### src/rtl/alu_pkg.sv
// Shared definitions for the ALU issue controller: op codes, FSM encoding, default width.
package alu_pkg;

   localparam int ALU_WIDTH = 8;

   localparam logic [2:0] OP_ADD = 3'b000;
   localparam logic [2:0] OP_SUB = 3'b001;
   localparam logic [2:0] OP_MUL = 3'b010;
   localparam logic [2:0] OP_DIV = 3'b011;
   localparam logic [2:0] OP_AND = 3'b100;
   localparam logic [2:0] OP_OR  = 3'b101;
   localparam logic [2:0] OP_NOT = 3'b110;
   localparam logic [2:0] OP_XOR = 3'b111;

   localparam logic [1:0] IDLE  = 2'd0;
   localparam logic [1:0] ISSUE = 2'd1;
   localparam logic [1:0] DONE  = 2'd2;

endpackage

### src/rtl/alu_issue_ctrl.sv
// Valid/ready front/back end around an external combinational ALU: issue, settle, capture, hand off.
// Optional ALU_DIVZ_GUARD_EN replaces a divide-by-zero result with all-ones and raises out_divz.
module alu_issue_ctrl
   import alu_pkg::*;
#(
   parameter int WIDTH  = ALU_WIDTH,
   parameter int SETTLE = 1
) (
   input  logic             clock,
   input  logic             reset,
   input  logic             in_valid,
   output logic             in_ready,
   input  logic [WIDTH-1:0] in_a,
   input  logic [WIDTH-1:0] in_b,
   input  logic [2:0]       in_op,
   output logic [WIDTH-1:0] alu_a,
   output logic [WIDTH-1:0] alu_b,
   output logic [2:0]       alu_op,
   input  logic [WIDTH-1:0] alu_y,
   output logic             out_valid,
   input  logic             out_ready,
   output logic [WIDTH-1:0] out_y,
   output logic             out_zero,
   output logic             out_divz,
   output logic             busy
);

   localparam int CW = (SETTLE > 1) ? $clog2(SETTLE) : 1;

   generate
      if (SETTLE < 1) begin : g_bad_settle
         $error("alu_issue_ctrl: SETTLE must be >= 1");
      end
   endgenerate

   logic [1:0]       r_state;
   logic [CW-1:0]    r_cnt;
   logic [WIDTH-1:0] r_a, r_b, r_y;
   logic [2:0]       r_op;
   logic             r_valid, r_zero;
   logic [WIDTH-1:0] w_cap_y;
   logic             w_cap_zero;

`ifdef ALU_DIVZ_GUARD_EN
   logic w_divz;
   logic r_divz;
   assign w_divz     = (r_op == OP_DIV) && (r_b == '0);
   assign w_cap_y    = w_divz ? '1 : alu_y;
   assign w_cap_zero = w_divz ? 1'b0 : (alu_y == '0);
   assign out_divz   = r_divz;
`else
   assign w_cap_y    = alu_y;
   assign w_cap_zero = (alu_y == '0);
   assign out_divz   = 1'b0;
`endif

   // Held low during reset so nothing can be accepted until release.
   assign in_ready  = (r_state == IDLE) && !reset;
   assign busy      = (r_state != IDLE);
   assign alu_a     = r_a;
   assign alu_b     = r_b;
   assign alu_op    = r_op;
   assign out_valid = r_valid;
   assign out_y     = r_y;
   assign out_zero  = r_zero;

   always_ff @(posedge clock or posedge reset) begin
      if (reset) begin
         r_state <= IDLE;
         r_cnt   <= '0;
         r_a     <= '0;
         r_b     <= '0;
         r_op    <= '0;
         r_y     <= '0;
         r_zero  <= 1'b0;
         r_valid <= 1'b0;
`ifdef ALU_DIVZ_GUARD_EN
         r_divz  <= 1'b0;
`endif
      end else begin
         case (r_state)
            IDLE: begin
               if (in_valid) begin
                  r_a     <= in_a;
                  r_b     <= in_b;
                  r_op    <= in_op;
                  r_cnt   <= CW'(SETTLE - 1);
                  r_state <= ISSUE;
               end
            end
            ISSUE: begin
               if (r_cnt == '0) begin
                  r_y     <= w_cap_y;
                  r_zero  <= w_cap_zero;
`ifdef ALU_DIVZ_GUARD_EN
                  r_divz  <= w_divz;
`endif
                  r_valid <= 1'b1;
                  r_state <= DONE;
               end else begin
                  r_cnt <= r_cnt - 1'b1;
               end
            end
            DONE: begin
               // Result and flags stay put after the handshake; only valid drops.
               if (out_ready) begin
                  r_valid <= 1'b0;
                  r_state <= IDLE;
               end
            end
            default: r_state <= IDLE;
         endcase
      end
   end

endmodule

### config.mk
export PLATFORM = sky130hd
export DESIGN_NAME = alu_issue_ctrl
export DESIGN_NICKNAME = d
export VERILOG_FILES = /design/src/rtl/alu_pkg.sv /design/src/rtl/alu_issue_ctrl.sv
export SDC_FILE = /design/constraint.sdc
export NUM_CORES = 1
export LEC_CHECK = 0
export ABC_AREA = 1
export CORE_ASPECT_RATIO = 1.25
export CORE_MARGIN = 2
export CORE_UTILIZATION = 42
export DETAILED_ROUTE_END_ITERATION = 10
export GPL_ROUTABILITY_DRIVEN = 0
export HOLD_SLACK_MARGIN = 0.12
export PLACE_DENSITY = 0.85
export SETUP_SLACK_MARGIN = 0.02
export SLEW_MARGIN = 10
export SYNTH_ARGS = -nofsm -noshare
export SYNTH_HDL_FRONTEND = slang
export SYNTH_SLANG_ARGS = --single-unit
### constraint.sdc
create_clock -name clock -period 2.6 [get_ports clock]
set_clock_uncertainty 0.1 [all_clocks]
set_input_delay 0.52 -clock clock [delete_from_list [all_inputs] [get_ports clock]]
set_output_delay 0.52 -clock clock [all_outputs]
set_load 0.05 [all_outputs]
==> run metrics <==
mapped cell area=approximately 1300 µm²; main area contributors after synthesis=dfrtp_1 62%, nand2_1 21%, inv_1 3.9%, o21ai_0 2.8%, buf_4 2.4%; vias in the first global route=1052; Num CTS Buffers=5; PostCTS Resize Cnt=0; CTS Root Cell=clkbuf_4; Unique masters post-synth=13; syn_area_per_cell=just under 9 µm²; CTS tree=yes; Max clock buf depth=2; GRT Total Usage=between 10% and 20%; Hold Violations, Final=0; vias=roughly 1100; synthesized instance count=between 100 and 150; Worst Tran Pin Value=approximately 0.55 ns; CP endpoint kind=output pin; DRC Markers=0; latest clock arrival within the worst-skew pair=0.33 ns; PwrDens=around 1500 nW/µm²; kind of critical path=reg -> out; crit path DAT=about 1.7 ns; post-synth top area cell=dfrtp_1; Yosys reg bits=31; status=finished clean; die area=about 3400 µm²; Finished Layout Cells=about 240; clk slew on worst S/H paths=approximately 0.10 ns; Yosys top cell area share=62.0%; initial DRC count=19; Die Ht=between 60 and 70 µm; remaining global-route overflow=0; YS warnings=0; Diodes inserted=0; CP max FO=4; WP data required=approximately 2.0 ns; share of cells above drive strength 1=7.28%; die width=around 53 µm; Pins Over Slew Limit=0; CTS hold repair buffers=0; Total Power=2.91 mW; initial antenna violation count=0; final period utilization=between 80% and 90%; drt first pass iters=4; crit path launch type=flip-flop; design area=between 1500 and 2000 µm²; clk sinks=31; final setup fails=0; vias per cell=approximately 4.4; sequential share of the synthesized area=around 62%; core area=approximately 2900 µm²; Final Net Count=236; worst-case reg-to-reg path depth=5; area delta synth->final=56.2%; VDD IR max=around 1.2 mV; Fillers=~240; Initial Util=roughly 43%; Placed Cells=between 200 and 250; f_max=430 MHz; max-cap viol count=0; Tmin final=between 2 and 2.5 ns; Routed WL=roughly 2.8 mm; Post-DP HPWL=2.10 mm; Hold Worst Slack=0.383 ns; H-tree Lvls=2; wire length per cell=about 12 µm; I/O pin total=63; row cnt=22; unrepaired setup endpoints after global routing=no; syn_nets=between 150 and 200; leak pwr=0.981 nW; placed inst area=approximately 1900 µm²; Hold Crit Class=in -> async; Post-CTS Setup Inserts=0; Buffers on Ports=61; Worst slew margin=~63%; setup tns final=0 ns; antenna-violating nets left=0; global-route wire length before repair=4.60 mm; largest net degree at the start of global routing=24
## layer usage
| metal | wire, µm | up-vias | global-route usage [%] |
|---|---|---|---|
| li1 | - | 548 | - |
| met1 | 1150 | 481 | 22.5 |
| met2 | 1410 | 41 | 30.2 |
| met3 | 199 | 6 | 7.60 |
| met4 | 59 | 0 | 8.65 |
| met5 | 0 | - | 0 |
## state kept, by name, indices dropped and copies added (netlist names)
name       cells
alu_a          8
alu_b          8
alu_op         3
out_valid      1
out_y          8
out_zero       1
r_state        2
## power breakdown
part,total (mW),internal (mW),switching (mW)
registers,0.836,0.704,0.132
clock network,0.392,0.227,0.165
logic,1.68,0.537,1.14
total,2.91,1.47,1.44
## per-stage QoR
stage	utilization (%)	worst slack, ns
after floorplan	-	0.511
after global placement	64.6	0.562
after detailed placement	64.6	0.474
final	67.6	0.275
after global routing	67.6	0.191
after CTS	67.6	0.242
## worst max-delay path, stage by stage (launching register included)
cell	delay, ns
dfrtp_1	0.41
nor2_2	0.07
inv_1	0.07
clkdlybuf4s50_1	0.82
## layout make-up
cell class                 instances  area [µm²]  area share (%)
clock buffer                       6        51.3            2.62
sequential                        31         776            39.7
tap                               36        45.0            2.30
inverter                          13        48.8            2.50
clock inverter                     2        35.0            1.79
multi-input combinational         92         370            19.0
timing repair buffer              62         628            32.1
## synthesized netlist by cell type
library cell and number:
o21ai_0 7, dfrtp_1 31, conb_1 1, nor2_1 6, buf_6 1, buf_4 4, buf_8 1, nand3_1 2
nand2_1 70, inv_1 13, nor2_2 1, nand2_2 4, o21ai_1 1
## path summary, 6_finish.rpt
check,startpoint,end,slack [ns]
max reg2reg,r_state[0],alu_b[3],0.89
min,reset,alu_op[1],0.38
max in group asynchronous,reset,out_y[4],1.42
min in group clock,alu_b[2],alu_b[2],0.39
max,r_state[1],busy,0.27
min reg2reg,alu_b[2],alu_b[2],0.39
## logic make-up after synthesis
family                 after synthesis  synth area share [%]
flip-flops                          31                  62.0
buffers and inverters               19                  8.40
AND/OR/NAND/NOR                     83                  26.1
other                                1                 0.300
AO/OA/AOI/OAI                        8                  3.20
## placed cells by master (no fill, tap or decap)
| cell type | count |
|---|---|
| nand2_1 | 70 |
| clkdlybuf4s50_1 | 60 |
| dfrtp_1 | 31 |
| inv_1 | 13 |
| o21ai_0 | 7 |
| nor2_1 | 6 |
| clkbuf_4 | 5 |
| nand2_2 | 4 |
| nand3_1 | 2 |
| nor2_2 | 1 |
| o21ai_1 | 1 |
| conb_1 | 1 |
| clkbuf_8 | 1 |
| clkinv_2 | 1 |
| bufinv_16 | 1 |
| buf_12 | 1 |
| buf_4 | 1 |
(Power assumes the default switching activity.)
